### config.mk
export PLATFORM = sky130hd
export DESIGN_NAME = alu_sequencer
export DESIGN_NICKNAME = d
export VERILOG_FILES = /design/src/rtl/alu_sequencer.sv
export SDC_FILE = /design/constraint.sdc
export NUM_CORES = 1
export LEC_CHECK = 0
export CORE_MARGIN = 5
export CORE_UTILIZATION = 30
export DETAILED_ROUTE_END_ITERATION = 6
export GPL_ROUTABILITY_DRIVEN = 0
export PLACE_DENSITY = 0.47
export SYNTH_ARGS = -nofsm -noshare
export SYNTH_HDL_FRONTEND = slang
export SYNTH_SLANG_ARGS = --single-unit
### constraint.sdc
create_clock -name clk -period 4.8 [get_ports clk]
set_input_delay 0.48 -clock clk [delete_from_list [all_inputs] [get_ports clk]]
set_output_delay 0.48 -clock clk [all_outputs]
set_load 0.05 [all_outputs]
### src/rtl/alu_sequencer.sv
// Micro-sequencer that walks a small program RAM and drives the shared accumulator ALU
// one operation per step, aborting on the first ALU error code.
module alu_sequencer #(
  parameter int         AW      = 3,
  parameter int         ALU_LAT = 1,
  parameter logic [3:0] OP_CLR  = 4'b1100,
  parameter logic [3:0] OP_NOP  = 4'b0000
) (
  input  logic          clk,
  input  logic          rst,
  input  logic          prog_we,
  input  logic [AW-1:0] prog_addr,
  input  logic [36:0]   prog_wdata,
  input  logic [AW:0]   prog_len,
  input  logic [31:0]   arg_in,
  input  logic          start,
  output logic          busy,
  output logic          done,
  output logic [31:0]   result,
  output logic          err,
  output logic [1:0]    err_code,
  output logic [AW-1:0] err_step,
  output logic [31:0]   alu_p,
  output logic [31:0]   alu_q,
  output logic [3:0]    alu_op,
  input  logic [31:0]   alu_out,
  input  logic [1:0]    alu_err
);

  // state | meaning
  // IDLE  | waiting for start; program RAM writable
  // CLR   | issue OP_CLR pseudo-step
  // ISSUE | ALU op and operands on the bus for one cycle
  // WAIT  | ALU_LAT cycles of ALU latency (down-counter)
  // CHECK | sample alu_out/alu_err, pick next step or finish
  // DONE  | one-cycle done pulse
  typedef enum logic [2:0] {IDLE, CLR, ISSUE, WAIT, CHECK, DONE} seqState_t;

  localparam int          DEPTH  = 2 ** AW;
  localparam int          WW     = (ALU_LAT > 2) ? $clog2(ALU_LAT) : 1;
  localparam logic [AW:0] MAXLEN = (AW + 1)'(DEPTH);

  seqState_t      state, nextState;
  logic [36:0]    progMem [DEPTH];
  logic [AW:0]    runLen;
  logic [AW:0]    curStep;
  logic [AW:0]    nextIdx;
  logic           inClr;
  logic           moreSteps;
  logic [31:0]    argReg;
  logic [WW-1:0]  waitCnt;
  logic [36:0]    entry;

  always_ff @(posedge clk) begin
    if (prog_we && state == IDLE) progMem[prog_addr] <= prog_wdata;
  end

  // nextIdx may reach 2^AW on the final step; it is then never used to read the RAM
  always_comb begin
    nextIdx   = inClr ? '0 : curStep + 1'b1;
    moreSteps = nextIdx < runLen;
    entry     = progMem[nextIdx[AW-1:0]];
  end

  always_ff @(posedge clk) begin
    if (rst) state <= IDLE;
    else     state <= nextState;
  end

  always_comb begin
    nextState = state;
    case (state)
      IDLE:      if (start) nextState = CLR;
      CLR,
      ISSUE:     nextState = WAIT;
      WAIT:      if (waitCnt == '0) nextState = CHECK;
      CHECK: begin
        if (alu_err != 2'b00) nextState = DONE;
        else if (moreSteps)   nextState = ISSUE;
        else                  nextState = DONE;
      end
      DONE:      nextState = IDLE;
      default:   nextState = IDLE;
    endcase
  end

  always_ff @(posedge clk) begin
    if (rst) begin
      busy     <= 1'b0;
      done     <= 1'b0;
      result   <= '0;
      err      <= 1'b0;
      err_code <= '0;
      err_step <= '0;
      alu_p    <= '0;
      alu_q    <= '0;
      alu_op   <= OP_NOP;
      runLen   <= '0;
      curStep  <= '0;
      inClr    <= 1'b0;
      argReg   <= '0;
      waitCnt  <= '0;
    end else begin
      done   <= 1'b0;
      alu_op <= OP_NOP;
      alu_p  <= '0;
      alu_q  <= '0;
      case (state)
        IDLE: begin
          if (start) begin
            runLen   <= (prog_len > MAXLEN) ? MAXLEN : prog_len;
            argReg   <= arg_in;
            err      <= 1'b0;
            err_code <= '0;
            err_step <= '0;
            busy     <= 1'b1;
            inClr    <= 1'b1;
            curStep  <= '0;
            alu_op   <= OP_CLR;
          end
        end
        CLR, ISSUE: waitCnt <= WW'(ALU_LAT - 1);
        WAIT:       if (waitCnt != '0) waitCnt <= waitCnt - 1'b1;
        CHECK: begin
          if (alu_err != 2'b00) begin
            err      <= 1'b1;
            err_code <= alu_err;
            err_step <= inClr ? '0 : curStep[AW-1:0];
            result   <= alu_out;
            busy     <= 1'b0;
            done     <= 1'b1;
          end else if (moreSteps) begin
            inClr   <= 1'b0;
            curStep <= nextIdx;
            alu_op  <= entry[35:32];
            alu_p   <= entry[36] ? argReg : {16'h0000, entry[31:16]};
            alu_q   <= {16'h0000, entry[15:0]};
          end else begin
            result <= alu_out;
            busy   <= 1'b0;
            done   <= 1'b1;
          end
        end
        default: ;
      endcase
    end
  end

endmodule

==> results.toml <==
[run_status]
status = "complete, no violations"

[synth]
synth_seq_cells = 432
ys_async_sr_fraction_pct = 0
synth_xor_xnor_area_share_pct = 0.259
synth_mux_area_share_pct = 6.73
synth_compound_area_share_pct = 11.8
syn_area_um2 = 16400
yosysUniqueCellTypes = 63
synth.avg_cell_area_um2 = 14.8
synth_cells = 1111
synth_seq_area_share_pct = 70.7
synth_fa_ha_area_share_pct = 0.305
synth_edf_count = 296
yosys_most_used_dff = "edfxtp_1"
synthTopCellsByArea = "edfxtp_1 (54%), dfxtp_1 (17%), mux2i_1 (3.4%)"
synth_top_family_by_area = "compound AO/OA/AOI/OAI gates"
synth_top_area_cell = "edfxtp_1"
netlist.area_leader.share_pct = 54.1
synth-simple-area-share_pct = 6.66
yosys_warnings = 0

[hold_path]
hold_depth = 2
min_path_type = "register to register"
min_from = "argReg[25]"
min_to = "argReg[25]"

[worst_setup_path]
crit_top_cell = "nor2_1"
r2r_cells = 9
slowest_delay_ps = 600
crit_path_max_fanout = 17
critPathCaptureType = "register"
setup.worst_path.start_class = "register"
r2r_end = "alu_q[4]"
r2r_start = "inClr"
reg2reg_slack_ps = 1150
path_cells = "clkinv_1 -> nand2_2 -> clkinv_2 -> ha_1 -> a211o_1 -> nor2_1 -> nand3_2 -> buf_4 -> nor2_1"
cp.arrival_ps = 4150
cp_top_family = "simple AND/OR/NAND/NOR gates"
cp_data_required_time_ps = 5300
worst-path-buf-inv = 3
critical_path_class = "register to register"
crit_slowest_cell = "nand3_2"

[floorplan]
die_h_um = 244
placementRows = 85
core_um2 = 54000
start_util_pct = 30.4
dieArea_um2 = 59600
fp.dieW_um = 244
ios = 222

[timing]
timing.fmax_mhz = 274
period_minus_slack_ps = 3650
tightest_slew_ps = 1080
finalCritPeriodShare_pct = 76.1
setup_viol = 0
slew_headroom_pct = 28.0
slew_viol_final = 0
setup-tns-final_ps = 0
skew_ps = 32.7
rsz0062_at_grt = "false"
hold_violations = 0
timing.hold.ws_ps = 449

[pwr]
p_comb_share_pct = 12.0
ir_drop_mv = 0.285
p_sw_share_pct = 24.9
cellPowerDensity_nw_per_um2 = 427
intPower_w = 0.00660
total_power_w = 0.00879
clockPowerShare_pct = 40.0
p_leak_nw = 6.67
p_seq_share_pct = 48.0
p_switching_w = 0.00219

[drt]
dr.pass1.iters = 4
drt-initial-drc-count = 496
via_count = 9860
wl_per_cell_um = 21.4
route.detailed.drc = 0
via_per_inst = 4.83
ant_nets = 0
finalWirelength_mm = 43.7

[placed_design]
port_buffers = 205
dp_cells = 1952
hpwl_mm = 25.9

[cts]
cts_tree = "built"
cts_made_buffers = 49
clock_path_buffers = 3
htreeDepth = 2
post_cts_buffers = 0
insertion_delay_ps = 580
cts_sinks = 432
postCtsHoldBufs = 0
path_clk_slew_ps = 60
cts_resized = 0
root_buffer = "clkbuf_16"

[run]
maxCapViolCount = 0

[grt]
grt_overflow = 0
grt.total_usage_pct = 14.3
grt_max_degree = 104
grt_pass1_wl_mm = 65.2
grt_pass1_vias = 9968
antenna_found_initial = 4

[final_layout]
area_growth_pct = 25.4
drive_above_1_share_pct = 12.4
finalNetCount = 1425
fin_cells = 2040
n_fill_cell = 5108
final_util_pct = 38.1
## routing by layer
layer	track usage, %	share of wire (%)
met5	0	0.043
met3	3.10	4.8
met2	23.5	47
met1	19.1	46
met4	4.20	2.3
## area by class of cell
class                   instances  area [um^2]  share of cell area, %
diodes                          2         5.00                 0.0243
clock buffers                  74         1400                   6.79
clock inverters                12          101                  0.492
inverters                       9         35.0                  0.170
multi-input cells             588         4360                   21.1
flip-flops and latches        432        11600                   56.4
well taps                     696          871                   4.23
repair buffers                227         2220                   10.8
## worst min-delay path, cell delays in order (launching register included)
cell and delay, ps:
dfxtp_1 300, nand2_1 50, a21oi_1 50
## cell families (layout without fill, tap and decap cells)
logic type,after synthesis,after routing
buf+inv,106,322
xor+xnor,4,4
fa+ha+maj,4,4
other cells,1,18
flops,432,432
simple gates,241,241
compound gates,235,235
mux,88,88
## worst max path at each step
| stage | start | to | slack, ps | cells after the start |
|---|---|---|---|---|
| finish | inClr | alu_q[4] | 1150 | 9 |
| global route | inClr | alu_q[4] | 780 | 9 |
| CTS | inClr | alu_q[4] | 1110 | 9 |
| detailed placement | inClr | alu_q[3] | 1160 | 9 |
| global placement | inClr | alu_q[14] | 1250 | 9 |
| floorplan | state[1] | progMem[1][0] | 820 | 4 |
## placed cells by master, fill, tap and decap left out, types with 16 or more instances in the layout
| cell type | Yosys | layout |
|---|---|---|
| a211oi_1 | 24 | 24 |
| a21oi_1 | 47 | 47 |
| a311o_1 | 20 | 20 |
| a32o_1 | 32 | 32 |
| and3_1 | 17 | 17 |
| buf_4 | 20 | 21 |
| clkbuf_1 | 35 | 17 |
| clkbuf_16 | 0 | 49 |
| clkdlybuf4s50_1 | 0 | 204 |
| conb_1 | 1 | 16 |
| dfxtp_1 | 136 | 135 |
| edfxtp_1 | 296 | 296 |
| mux2_2 | 16 | 16 |
| mux2i_1 | 55 | 55 |
| mux4_2 | 16 | 16 |
| nand2_1 | 133 | 133 |
| nor2_1 | 35 | 29 |
| nor2b_1 | 20 | 20 |
| o211ai_1 | 23 | 23 |
| o22ai_1 | 32 | 32 |
## flip-flops by register name (all words and copies together), names as in the netlist
register  cells
curStep       4
err_step      3
argReg       32
alu_op        4
result       32
err           1
alu_q        16
runLen        4
state         3
inClr         1
progMem     296
err_code      2
busy          1
alu_p        32
done          1
## through the flow
stage	worst slack [ps]	cell area [um^2]
finish	1150	20600
global route	776	20600
CTS	1110	20600
detailed placement	1160	19100
global placement	1250	19100
floorplan	823	16500
## cell usage after synthesis, drive strengths merged (17+ instances only)
master    n
a32o     32
mux2     17
edfxtp  296
a311o    20
nor2b    20
and3     17
clkbuf   36
o22ai    32
a21oi    47
nand2   134
mux2i    55
buf      61
nor2     35
a211oi   24
a311oi   18
dfxtp   136
o211ai   23
## power by group through the flow
stage	clock, W	sequential (W)	combinational (W)
finish	0.00351	0.00422	0.00106
detailed placement	0	0.00430	0.00107
floorplan	0	0.00434	0.000658
global placement	0	0.00429	0.00107
global route	0.00380	0.00424	0.00115
CTS	0.00363	0.00422	0.00107
No activity file was read; power rests on OpenSTA's default activity.
